$ cat src/rtl/conv_mc_mmio_engine_pkg.sv
// ---------------------------------------------------------------------------
// conv_mc_pkg
// Shared definitions for the multi-channel memory-mapped convolution engine:
//   - word-address bases of the kernel, input and output regions
//   - addresses of the CFG / CH_MASK / START / STATUS registers
//   - STATUS bit positions
//   - sequencer state encoding
//   - size helpers (elements per word, words per region, accumulator width)
// ---------------------------------------------------------------------------
package conv_mc_pkg;

   localparam int KBASE       = 'h0000;
   localparam int IBASE       = 'h0400;
   localparam int OBASE       = 'h1000;
   localparam int CFG_ADDR    = 'h3FFC;
   localparam int MASK_ADDR   = 'h3FFD;
   localparam int START_ADDR  = 'h3FFE;
   localparam int STATUS_ADDR = 'h3FFF;

   localparam int ST_DONE    = 0;
   localparam int ST_BUSY    = 1;
   localparam int ST_CFG_ERR = 2;
   localparam int ST_RELU    = 3;

   typedef enum logic [2:0] {IDLE, CHECK, MAC, WB, DONE} state_e;

   // Elements packed into one bus word.
   function automatic int f_epw(input int p, input int dw);
      return dw / p;
   endfunction

   // Kernel words per channel, rounded up.
   function automatic int f_kw(input int k, input int epw);
      return (k + epw - 1) / epw;
   endfunction

   // Input words per channel.
   function automatic int f_iw(input int max_len, input int epw);
      return max_len / epw;
   endfunction

   // Sum of K products of two P-bit signed values cannot overflow this width.
   function automatic int f_acc_width(input int p, input int k);
      return 2 * p + $clog2(k);
   endfunction

   // Index width for an n-entry array, never narrower than one bit.
   function automatic int f_idx_w(input int n);
      return (n > 1) ? $clog2(n) : 1;
   endfunction

endpackage

$ cat src/rtl/conv_mc_mmio_engine_if.sv
// ---------------------------------------------------------------------------
// conv_mc_mmio_engine_if
// Host bus of the convolution engine.
//   i_we / i_write_addr / i_data : word write port
//   i_re / i_read_addr / o_data  : word read port, 1-cycle registered latency
//   o_busy                       : run in progress
//   o_done                       : sticky completion flag
// master = host side, slave = engine side.
// ---------------------------------------------------------------------------
interface conv_mc_mmio_engine_if #(
   parameter int DATA_WIDTH       = 32,
   parameter int VALID_ADDR_WIDTH = 14
);
   logic                        i_we;
   logic                        i_re;
   logic [VALID_ADDR_WIDTH-1:0] i_write_addr;
   logic [VALID_ADDR_WIDTH-1:0] i_read_addr;
   logic [DATA_WIDTH-1:0]       i_data;
   logic [DATA_WIDTH-1:0]       o_data;
   logic                        o_busy;
   logic                        o_done;

   modport master (
      output i_we, i_re, i_write_addr, i_read_addr, i_data,
      input  o_data, o_busy, o_done
   );

   modport slave (
      input  i_we, i_re, i_write_addr, i_read_addr, i_data,
      output o_data, o_busy, o_done
   );
endinterface

$ cat src/rtl/conv_mc_mmio_engine_mac_lane.sv
// ---------------------------------------------------------------------------
// conv_mac_lane
// Signed P x P multiply-accumulate with a synchronous clear.
//   i_clk, i_rst : clock, asynchronous active-high reset
//   i_en         : accumulate this cycle
//   i_clr        : with i_en, start a fresh sum (acc = a*b instead of acc + a*b)
//   i_a, i_b     : signed operands
//   o_acc        : registered signed accumulator
// ---------------------------------------------------------------------------
module conv_mac_lane
   import conv_mc_pkg::*;
#(
   parameter int P         = 4,
   parameter int ACC_WIDTH = 12
) (
   input  logic                        i_clk,
   input  logic                        i_rst,
   input  logic                        i_en,
   input  logic                        i_clr,
   input  logic signed [P-1:0]         i_a,
   input  logic signed [P-1:0]         i_b,
   output logic signed [ACC_WIDTH-1:0] o_acc
);

   logic signed [2*P-1:0]       prod;
   logic signed [ACC_WIDTH-1:0] base;
   logic signed [ACC_WIDTH-1:0] acc_q, acc_d;

   always_comb begin
      prod  = i_a * i_b;
      base  = i_clr ? '0 : acc_q;
      acc_d = acc_q;
      if (i_en) acc_d = base + ACC_WIDTH'(prod);
   end

   always_ff @(posedge i_clk or posedge i_rst) begin
      if (i_rst) acc_q <= '0;
      else       acc_q <= acc_d;
   end

   assign o_acc = acc_q;

endmodule

$ cat src/rtl/conv_mc_mmio_engine.sv
// ---------------------------------------------------------------------------
// conv_mc_mmio_engine
// Memory-mapped multi-channel 1-D convolution engine. The host loads packed
// signed kernels and inputs, sets the input length (CFG) and channel mask,
// then writes START. One MAC per cycle is run over every enabled channel and
// each result is written back as one sign-extended word.
// Ports:
//   i_clk, i_rst : clock, asynchronous active-high reset
//   bus (slave)  : write port, registered read port, o_busy, o_done
// Build option:
//   CONV_RELU_EN : results are clamped at zero before write-back and STATUS
//                  bit3 reads 1.
// ---------------------------------------------------------------------------
module conv_mc_mmio_engine
   import conv_mc_pkg::*;
#(
   parameter int PRECISION_WIDTH  = 4,
   parameter int DATA_WIDTH       = 32,
   parameter int VALID_ADDR_WIDTH = 14,
   parameter int KERNEL_LEN       = 9,
   parameter int MAX_INPUT_LEN    = 64,
   parameter int CHANNELS         = 2
) (
   input  logic                 i_clk,
   input  logic                 i_rst,
   conv_mc_mmio_engine_if.slave bus
);

   localparam int P     = PRECISION_WIDTH;
   localparam int EPW   = f_epw(P, DATA_WIDTH);
   localparam int KW    = f_kw(KERNEL_LEN, EPW);
   localparam int IW    = f_iw(MAX_INPUT_LEN, EPW);
   localparam int ACC_W = f_acc_width(P, KERNEL_LEN);
   localparam int NK    = CHANNELS * KW;
   localparam int NI    = CHANNELS * IW;
   localparam int NO    = CHANNELS * MAX_INPUT_LEN;
   localparam int KIW   = f_idx_w(NK);
   localparam int IIW   = f_idx_w(NI);
   localparam int OIW   = f_idx_w(NO);
   localparam logic [15:0] K16    = 16'(KERNEL_LEN);
   localparam logic [15:0] MAXN16 = 16'(MAX_INPUT_LEN);
`ifdef CONV_RELU_EN
   localparam logic RELU_EN = 1'b1;
`else
   localparam logic RELU_EN = 1'b0;
`endif

   state_e                  state_q, state_d;
   logic [DATA_WIDTH-1:0]   kern_q [NK];
   logic [DATA_WIDTH-1:0]   kern_d [NK];
   logic [DATA_WIDTH-1:0]   inp_q  [NI];
   logic [DATA_WIDTH-1:0]   inp_d  [NI];
   logic [DATA_WIDTH-1:0]   out_q  [NO];
   logic [DATA_WIDTH-1:0]   out_d  [NO];
   logic [15:0]             cfg_q, cfg_d;
   logic [CHANNELS-1:0]     mask_q, mask_d;
   logic                    done_q, done_d;
   logic                    cfg_err_q, cfg_err_d;
   logic                    busy_q, busy_d;
   logic [2:0]              ch_q, ch_d;
   logic [15:0]             j_q, j_d;
   logic [15:0]             t_q, t_d;
   logic [DATA_WIDTH-1:0]   rdata_q, rdata_d;

   logic [VALID_ADDR_WIDTH-1:0] wr_addr, rd_addr;
   logic [DATA_WIDTH-1:0]   rd_word;
   logic [DATA_WIDTH-1:0]   status_word;
   logic [CHANNELS-1:0]     mask_sh;
   logic [2:0]              first_ch, next_ch;
   logic                    next_ok;
   logic signed [P-1:0]     x_elem, w_elem;
   logic                    mac_en, mac_clr;
   logic signed [ACC_W-1:0] acc;
   int                      wa, ra, ke, xe;

   // Element 0 lives in the most-significant P bits of a word.
   function automatic logic signed [P-1:0] elem_of(input logic [DATA_WIDTH-1:0] w,
                                                   input int pos);
      logic [DATA_WIDTH-1:0] sh;
      sh = w << (pos * P);
      return sh[DATA_WIDTH-1 -: P];
   endfunction

   // Sign-extend the sum to a bus word, optionally clamping negatives to zero.
   function automatic logic [DATA_WIDTH-1:0] wb_value(input logic signed [ACC_W-1:0] a);
      logic [DATA_WIDTH-1:0] ext;
      ext = {{(DATA_WIDTH-ACC_W){a[ACC_W-1]}}, a};
      if (RELU_EN && ext[DATA_WIDTH-1]) ext = '0;
      return ext;
   endfunction

   assign wr_addr = bus.i_write_addr;
   assign rd_addr = bus.i_read_addr;

   // Lowest enabled channel, and lowest enabled channel above the current one.
   always_comb begin
      first_ch = '0;
      next_ch  = '0;
      next_ok  = 1'b0;
      for (int i = CHANNELS - 1; i >= 0; i--) begin
         mask_sh = mask_q >> i;
         if (mask_sh[0]) begin
            first_ch = 3'(i);
            if (i > int'(ch_q)) begin
               next_ch = 3'(i);
               next_ok = 1'b1;
            end
         end
      end
   end

   // Operand fetch for tap t of output j on channel ch.
   always_comb begin
      ke     = int'(t_q);
      xe     = int'(j_q) + int'(t_q);
      w_elem = elem_of(kern_q[KIW'(int'(ch_q) * KW + ke / EPW)], ke % EPW);
      x_elem = elem_of(inp_q[IIW'(int'(ch_q) * IW + xe / EPW)], xe % EPW);
   end

   // Read decode sees only current register contents, so a same-cycle write
   // to the read address returns the old value.
   always_comb begin
      status_word              = '0;
      status_word[ST_DONE]     = done_q;
      status_word[ST_BUSY]     = busy_q;
      status_word[ST_CFG_ERR]  = cfg_err_q;
      status_word[ST_RELU]     = RELU_EN;
      ra      = int'(rd_addr);
      rd_word = '0;
      if (ra >= KBASE && ra < KBASE + NK)      rd_word = kern_q[KIW'(ra - KBASE)];
      else if (ra >= IBASE && ra < IBASE + NI) rd_word = inp_q[IIW'(ra - IBASE)];
      else if (ra >= OBASE && ra < OBASE + NO) rd_word = out_q[OIW'(ra - OBASE)];
      else if (ra == CFG_ADDR)                 rd_word = DATA_WIDTH'(cfg_q);
      else if (ra == MASK_ADDR)                rd_word = DATA_WIDTH'(mask_q);
      else if (ra == STATUS_ADDR)              rd_word = status_word;
   end

   always_comb begin
      state_d   = state_q;
      kern_d    = kern_q;
      inp_d     = inp_q;
      out_d     = out_q;
      cfg_d     = cfg_q;
      mask_d    = mask_q;
      done_d    = done_q;
      cfg_err_d = cfg_err_q;
      ch_d      = ch_q;
      j_d       = j_q;
      t_d       = t_q;
      mac_en    = 1'b0;
      mac_clr   = 1'b0;
      rdata_d   = bus.i_re ? rd_word : rdata_q;
      wa        = int'(wr_addr);

      // Host writes land only while idle; output and STATUS are not writable.
      if (bus.i_we && state_q == IDLE) begin
         if (wa >= KBASE && wa < KBASE + NK)      kern_d[KIW'(wa - KBASE)] = bus.i_data;
         else if (wa >= IBASE && wa < IBASE + NI) inp_d[IIW'(wa - IBASE)]  = bus.i_data;
         else if (wa == CFG_ADDR)                 cfg_d  = bus.i_data[15:0];
         else if (wa == MASK_ADDR)                mask_d = bus.i_data[CHANNELS-1:0];
         else if (wa == START_ADDR && bus.i_data[0]) begin
            state_d   = CHECK;
            done_d    = 1'b0;
            cfg_err_d = 1'b0;
         end
      end

      case (state_q)
         CHECK: begin
            if (cfg_q < K16 || cfg_q > MAXN16 || mask_q == '0) begin
               cfg_err_d = 1'b1;
               done_d    = 1'b1;
               state_d   = IDLE;
            end else begin
               ch_d    = first_ch;
               j_d     = '0;
               t_d     = '0;
               state_d = MAC;
            end
         end
         MAC: begin
            mac_en  = 1'b1;
            mac_clr = (t_q == '0);
            if (t_q == K16 - 16'd1) begin
               t_d     = '0;
               state_d = WB;
            end else begin
               t_d = t_q + 16'd1;
            end
         end
         WB: begin
            out_d[OIW'(int'(ch_q) * MAX_INPUT_LEN + int'(j_q))] = wb_value(acc);
            // j == N-K is the last valid output position of this channel.
            if (j_q == cfg_q - K16) begin
               j_d = '0;
               if (next_ok) begin
                  ch_d    = next_ch;
                  state_d = MAC;
               end else begin
                  state_d = DONE;
               end
            end else begin
               j_d     = j_q + 16'd1;
               state_d = MAC;
            end
         end
         DONE: begin
            done_d  = 1'b1;
            state_d = IDLE;
         end
         default: ;
      endcase

      busy_d = (state_d != IDLE);
   end

   always_ff @(posedge i_clk or posedge i_rst) begin
      if (i_rst) begin
         state_q   <= IDLE;
         kern_q    <= '{default: '0};
         inp_q     <= '{default: '0};
         out_q     <= '{default: '0};
         cfg_q     <= '0;
         mask_q    <= '0;
         done_q    <= 1'b0;
         cfg_err_q <= 1'b0;
         busy_q    <= 1'b0;
         ch_q      <= '0;
         j_q       <= '0;
         t_q       <= '0;
         rdata_q   <= '0;
      end else begin
         state_q   <= state_d;
         kern_q    <= kern_d;
         inp_q     <= inp_d;
         out_q     <= out_d;
         cfg_q     <= cfg_d;
         mask_q    <= mask_d;
         done_q    <= done_d;
         cfg_err_q <= cfg_err_d;
         busy_q    <= busy_d;
         ch_q      <= ch_d;
         j_q       <= j_d;
         t_q       <= t_d;
         rdata_q   <= rdata_d;
      end
   end

   conv_mac_lane #(
      .P         (P),
      .ACC_WIDTH (ACC_W)
   ) u_lane (
      .i_clk (i_clk),
      .i_rst (i_rst),
      .i_en  (mac_en),
      .i_clr (mac_clr),
      .i_a   (x_elem),
      .i_b   (w_elem),
      .o_acc (acc)
   );

   assign bus.o_data = rdata_q;
   assign bus.o_busy = busy_q;
   assign bus.o_done = done_q;

endmodule

$ cat src/flat_wrapper.sv
// flat-port wrapper written by rule: the top's interface ports become plain ports
module conv_mc_mmio_engine_flat import conv_mc_pkg::*;
#(
   parameter int PRECISION_WIDTH  = 4,
   parameter int DATA_WIDTH       = 32,
   parameter int VALID_ADDR_WIDTH = 14,
   parameter int KERNEL_LEN       = 9,
   parameter int MAX_INPUT_LEN    = 64,
   parameter int CHANNELS         = 2
)
  (i_clk, i_rst, bus_i_we, bus_i_re, bus_i_write_addr, bus_i_read_addr, bus_i_data, bus_o_data, bus_o_busy, bus_o_done);
  conv_mc_mmio_engine_if #(.DATA_WIDTH(DATA_WIDTH), .VALID_ADDR_WIDTH(VALID_ADDR_WIDTH)) bus_i ();
  input  logic i_clk;
  input  logic i_rst;
  input wire logic [$bits(bus_i.i_we)-1:0] bus_i_we;
  input wire logic [$bits(bus_i.i_re)-1:0] bus_i_re;
  input wire logic [$bits(bus_i.i_write_addr)-1:0] bus_i_write_addr;
  input wire logic [$bits(bus_i.i_read_addr)-1:0] bus_i_read_addr;
  input wire logic [$bits(bus_i.i_data)-1:0] bus_i_data;
  output wire logic [$bits(bus_i.o_data)-1:0] bus_o_data;
  output wire logic [$bits(bus_i.o_busy)-1:0] bus_o_busy;
  output wire logic [$bits(bus_i.o_done)-1:0] bus_o_done;
  assign bus_i.i_we = bus_i_we;
  assign bus_i.i_re = bus_i_re;
  assign bus_i.i_write_addr = bus_i_write_addr;
  assign bus_i.i_read_addr = bus_i_read_addr;
  assign bus_i.i_data = bus_i_data;
  assign bus_o_data = bus_i.o_data;
  assign bus_o_busy = bus_i.o_busy;
  assign bus_o_done = bus_i.o_done;
  conv_mc_mmio_engine #(.PRECISION_WIDTH(PRECISION_WIDTH), .DATA_WIDTH(DATA_WIDTH), .VALID_ADDR_WIDTH(VALID_ADDR_WIDTH), .KERNEL_LEN(KERNEL_LEN), .MAX_INPUT_LEN(MAX_INPUT_LEN), .CHANNELS(CHANNELS)) u_core (.i_clk(i_clk), .i_rst(i_rst), .bus(bus_i));
endmodule
$ cat config.mk
export PLATFORM = sky130hd
export DESIGN_NAME = conv_mc_mmio_engine_flat
export DESIGN_NICKNAME = d
export VERILOG_FILES = /design/src/rtl/conv_mc_mmio_engine_pkg.sv /design/src/rtl/conv_mc_mmio_engine_if.sv /design/src/rtl/conv_mc_mmio_engine_mac_lane.sv /design/src/rtl/conv_mc_mmio_engine.sv /design/src/flat_wrapper.sv
export SDC_FILE = /design/constraint.sdc
export NUM_CORES = 2
export LEC_CHECK = 0
export CORE_ASPECT_RATIO = 0.6
export CORE_MARGIN = 4
export CORE_UTILIZATION = 30
export CTS_CLUSTER_DIAMETER = 80
export CTS_CLUSTER_SIZE = 40
export DETAILED_ROUTE_END_ITERATION = 10
export GPL_ROUTABILITY_DRIVEN = 0
export GPL_TIMING_DRIVEN = 0
export PLACE_DENSITY = 0.46
export SYNTH_ARGS = -nofsm -noshare
export SYNTH_HDL_FRONTEND = slang
export SYNTH_SLANG_ARGS = --single-unit
$ cat constraint.sdc
create_clock -name i_clk -period 80.2 [get_ports i_clk]
set_input_delay 16.04 -clock i_clk [delete_from_list [all_inputs] [get_ports i_clk]]
set_output_delay 16.04 -clock i_clk [all_outputs]
set_load 0.02 [all_outputs]
# After elaboration in Yosys (flattened, before gate mapping)
# Cells that the tools add are included.
[classes]
add_sub_neg = 12
multipliers = 1
magnitude_cmp = 22
eq_ne = 15
shifts = 2
n_mux = 75
bitwise = 12
reduce_logical = 24
[op_table]
columns = ["operator", "n"]
rows = [
  ["$bwmux W4096", 1],
  ["$mux W32", 18],
  ["$bwmux W512", 1],
  ["$bmux W32 S4", 2],
  ["$bmux W32 S7", 1],
  ["$demux W32 S7", 1],
  ["$bmux W32 S2", 2],
  ["$bwmux W128", 1],
  ["$demux W32 S4", 1],
  ["$demux W32 S2", 1],
  ["$pmux W16 S2", 2],
  ["$eq A14 B3 Y1 const B", 4],
  ["$mux W16", 3],
  ["$mux W3", 14],
  ["$add A16 B1 Y16 const B", 2],
  ["$shl A32 B32 Y32", 1],
  ["$shl A32 B5 Y32", 1],
  ["$ge A14 B11 Y1 const B", 2],
  ["$lt A14 B11 Y1 const B", 2],
  ["$lt A14 B3 Y1 const B", 2],
  ["$mux W1", 22],
  ["$eq A16 B16 Y1", 1],
  ["$eq A16 B4 Y1 const B", 1],
  ["$ge A7 B8 Y1 const B", 2],
  ["other kinds (48)", 75],
]
[word_totals]
regBits = 4839
in_bits = 64
output_inout_bits = 34
elab_cells = 322

# Longest topological paths before layout
[logic_depth]
ltp_word = 12
mapped_depth = 34
ltp_nobuf = 29

# By module
# A second synthesis with hierarchy kept.
[hier_totals]
cells_unflattened = 7032
hier_area_um2 = 101962.8
[modules_own_cells]
columns = ["mod", "n_inst", "cells_per_inst", "area_each_um2", "seq_area_each_um2"]
rows = [
  ["conv_mc_mmio_engine", 1, 6837, 100097.3, 56679.4],
  ["conv_mac_lane", 1, 195, 1865.5, 300.3],
]

# Worst setup path before layout
# No wires, ideal clock.
[synth_path]
kind = "input to register"
from = "input port bus_i_read_addr[0]"
to = "register u_core.rdata_q[6], in the netlist u_core.bus.o_data[6]"
setup_time_ns = 0.119
arrival_ns = 18.826
t_required_ns = 80.081
path_slack_ns = 61.255
stages = 9
n_path_buf = 3
path_cell_list = "buf_4 clkbuf_1 buf_1 mux4_2 mux4_2 mux4_2 mux2i_1 o2111ai_1 o21a_1"
[synth_via]
elab_chain_len = 8
elab_cells_between_ends = 26
cone_classes = "add/sub: 2; order compare: 5; eq/ne: 1; mux: 13; bitwise: 3; reduce/logical: 2"
[synth_rtl]
columns = ["element", "line", "text"]
rows = [
  ["start: declaration", "flat_wrapper.sv:18", "input wire logic [$bits(bus_i.i_read_addr)-1:0] bus_i_read_addr;"],
  ["$sub A7 B1 Y7", "conv_mc_mmio_engine.sv:132", "else if (ra >= OBASE && ra < OBASE + NO) rd_word = out_q[OIW'(ra - OBASE)];"],
  ["$not A7 Y7 (implied by the code)", "conv_mc_mmio_engine.sv:132", ""],
  ["$bmux W32 S7", "conv_mc_mmio_engine.sv:132", ""],
  ["$mux W32 (implied by the code) (2 in series)", "conv_mc_mmio_engine.sv:132", ""],
  ["$mux W32", "conv_mc_mmio_engine.sv:132", ""],
  ["$mux W32", "conv_mc_mmio_engine.sv:131", "else if (ra >= IBASE && ra < IBASE + NI) rd_word = inp_q[IIW'(ra - IBASE)];"],
  ["$mux W32 *", "conv_mc_mmio_engine.sv:130", "if (ra >= KBASE && ra < KBASE + NK) rd_word = kern_q[KIW'(ra - KBASE)];"],
  ["end signal: assignment", "conv_mc_mmio_engine.sv:245", "rdata_q <= rdata_d;"],
  ["end: declaration", "conv_mc_mmio_engine.sv:63", "logic [DATA_WIDTH-1:0] rdata_q, rdata_d;"],
]
# Mark *: on every way between the ends. The rest lies on a longest branch, timed or not. The select of a mux whose other input is x is not followed.
# A chain may end at the register's enable or synchronous reset.

# Worst setup path after layout
[layout_path]
from = "input port bus_i_read_addr[1]"
to = "register u_core.rdata_q[4], in the netlist u_core.bus.o_data[4]"
# The elaborated chain is that of the path after synthesis.

==> results_dict.tcl <==
set metrics [dict create \
    status "complete, but fails checks" \
    violations "max-capacitance violations, max-slew violations" \
    drt-initial-drc-count 6135 \
    worstRegToRegCells 30 \
    n_fill_cell 32700 \
    ys_ff_latch 2277 \
    hold_class "register to register" \
    ys_seq_area_share_pct 55.9 \
    place_hpwl_um 258000 \
    pin_count 98 \
    finalSetupViolCount 0 \
    ctsHoldBuffers 0 \
    setup_tns_ns 0 \
    first_pass_iters 8 \
    pre_cts_ws_ns 58.17 \
    final_common_cell "dfrtp_1" \
    yosysWarnings 0 \
    antenna_found_initial 35 \
    dieArea_um2 350000 \
    p_switching_mw 0.536 \
    synth_edf_count 0 \
    crit_required_ns 80.92 \
    reg2reg_from "u_core.t_q[0]" \
    worst-slew-pin-transition_ns 1.61 \
    leakage_nw 51.2 \
    clockRootBuffer "clkbuf_16" \
    hold_depth 1 \
    grt-ovfl-total 0 \
    htreeDepth 3 \
    post_cts_buffers 0 \
    vias_per_cell 5.14 \
    core_um2 338000 \
    maxSlewHeadroom_pct -7.66 \
    initial_utilization_pct 30.2 \
    grt_usage_pct 19.5 \
    netlist_instances 6912 \
    ys_async_sr_fraction_pct 100 \
    clock_latency_ns 0.84 \
    nets 7314 \
    cts_tree "yes" \
    p_int_mw 1.47 \
    pwr-share-seq_pct 57.3 \
    drive_above_1_share_pct 33.2 \
    clk_pin_slew_ns 0.14 \
    ys_types 91 \
    cap_violations 2 \
    r2r_setup_slack_ns 70.14 \
    syn_nets 7035 \
    clockBufferDepth 3 \
    period_share_pct 26.5 \
    placementRows 165 \
    comb_power_share_pct 5.1 \
    min_delay_worst_endpoint "u_core.out_q[549]" \
    grt_pass1_wl_um 486000 \
    critical_path.endpoint_type "register" \
    final_cell_mix "dfrtp_1 (2277), clkbuf_1 (1365), mux2_2 (1109), mux4_2 (840), nand2_1 (208)" \
    clock-sinks 2277 \
    critPathMaxFanout 11 \
    ant_nets 0 \
    multi_input_area_um2 38600 \
    peakVddDrop_uv 16.7 \
    final_max_slew_viol_count 22 \
    switching_share_pct 26.7 \
    vias 60700 \
    die_w_um 761 \
    die_h_um 460 \
    arrival_ns 21.95 \
    drc 0 \
    syn_area_per_cell_um2 14.8 \
    numCtsBuffers 106 \
    clock_skew_ns 0.0683 \
    register_area_um2 57000 \
    wirelength_um 341000 \
    p_per_area_nw_per_um2 17.6 \
    synthToLayoutAreaGrowth_pct 12.1 \
    numPortBuffers 90 \
    grt_max_degree 47 \
    worstHoldStart "u_core.out_q[549]" \
    ys.flop_type "dfrtp_1" \
    r2r_end "u_core.u_lane.o_acc[11]" \
    rsz0062_at_grt "false" \
    path_class "input pin to register" \
    fmax_mhz 47.1 \
    pwr-share-clk_pct 37.6 \
    syn_area_um2 102000 \
    setup_ws_ns 58.97 \
    cts_resized 0 \
    startpoint_type "input pin" \
    report.final.hold_viol_count 0 \
    post_drt_wl_per_cell_um 28.9 \
    first_global_vias 61300 \
    final.min_clock_period_ns 21.23 \
]
==> sequential cells by signal (all words and copies together), names as in the netlist <==
name / flops
u_core.t_q: 16
u_core.inp_q: 512
u_core.u_lane.o_acc: 12
u_core.cfg_q: 16
u_core.out_q: 1536
u_core.bus.o_busy: 1
u_core.bus.o_done: 1
u_core.ch_q: 1
u_core.bus.o_data: 32
u_core.mask_q: 2
u_core.cfg_err_q: 1
u_core.kern_q: 128
u_core.state_q: 3
u_core.j_q: 16
==> metal layers <==
layer	GRT usage [%]	part of all wire (%)	vias up	wire length (um)
li1	-	-	24600	-
met1	32.7	52	34000	178000
met2	24.8	38	1922	130000
met3	5.08	8.3	277	28400
met4	2.83	1.5	6	5240
met5	0	0.011	-	37
==> worst max path at each step <==
stage | startpoint | endpoint | slack [ns]
global route | bus_i_read_addr[1] | u_core.bus.o_data[4] | 59.00
detailed placement | bus_i_read_addr[1] | u_core.bus.o_data[4] | 58.17
global placement | i_rst | u_core.out_q[197] | 18.58
finish | bus_i_read_addr[1] | u_core.bus.o_data[4] | 58.97
CTS | bus_i_read_addr[1] | u_core.bus.o_data[4] | 59.09
floorplan | i_rst | u_core.bus.o_busy | 32.52
==> cell usage after synthesis (16+ instances only) <==
library cell	number	area, um2
buf_4	18	135
a211oi_1	16	120
nand2_1	208	781
a22oi_1	30	225
buf_6	24	270
nand3_1	49	245
buf_2	73	365
fa_1	24	480
o21ai_0	64	320
buf_1	52	195
mux2i_1	76	761
mux4_2	840	18900
mux2_2	1109	12500
nand4_1	16	100
nor3_1	18	90.1
xor2_1	19	166
nor2_1	162	608
and3_1	21	131
nor2b_1	22	138
xnor2_1	24	210
dfrtp_1	2277	57000
inv_1	61	229
nand2b_1	52	325
a221oi_1	20	175
ha_1	35	438
clkbuf_1	1380	5180
a21oi_1	41	205
==> kinds of logic (layout without fill, tap and decap cells) <==
| group | Yosys count | count (layout) | synth area share [%] |
|---|---|---|---|
| flops | 2277 | 2277 | 55.9 |
| simple gates | 605 | 605 | 2.81 |
| fa+ha+maj | 59 | 59 | 0.901 |
| mux | 2030 | 2030 | 31.7 |
| compound gates | 281 | 281 | 1.97 |
| xor+xnor | 47 | 47 | 0.444 |
| buf+inv | 1613 | 1984 | 6.31 |
| other cells | 0 | 10 | 0 |
==> metrics by stage <==
stage / total power, mW / instance area (um2) / hold WS (ns) / util (%) / instances
final: 2.01 / 114000 / 0.457 / 33.9 / 11800
after global routing: 2.08 / 114000 / 0.478 / 33.9 / 11800
after CTS: 2.03 / 114000 / 0.461 / 33.8 / 11800
after detailed placement: 1.28 / 110000 / 0.442 / 32.6 / 11600
after global placement: 1.28 / 109000 / 0.434 / 32.1 / 11500
after floorplan: 1.23 / 102000 / 0.424 / - / 6912
==> critical path: stages <==
cell	delay (ns)
buf_4	0.30
buf_2	0.53
buf_2	0.54
buf_2	0.69
buf_2	0.48
buf_2	0.67
buf_2	0.48
buf_2	0.48
mux4_2	0.38
a22oi_1	0.58
o2111ai_1	0.47
o21a_1	0.22
==> power groups by stage <==
stage	clock network (mW)	logic [mW]	registers (mW)
after global placement	0	0.0941	1.18
after floorplan	0	0.0489	1.18
after global routing	0.820	0.110	1.15
after CTS	0.780	0.104	1.15
final	0.756	0.102	1.15
after detailed placement	0	0.104	1.17
==> final cells by class <==
cell class	count	share of cell area (%)
clock buffers	114	2.39
repair buffers	171	2.13
plain buffers	1550	5.46
inverters	63	0.210
clock inverters	86	1.25
well taps	4509	4.94
flip-flops and latches	2277	49.8
multi-input cells	3022	33.8
diodes	10	0.0219
No activity file was read; power rests on OpenSTA's default activity.
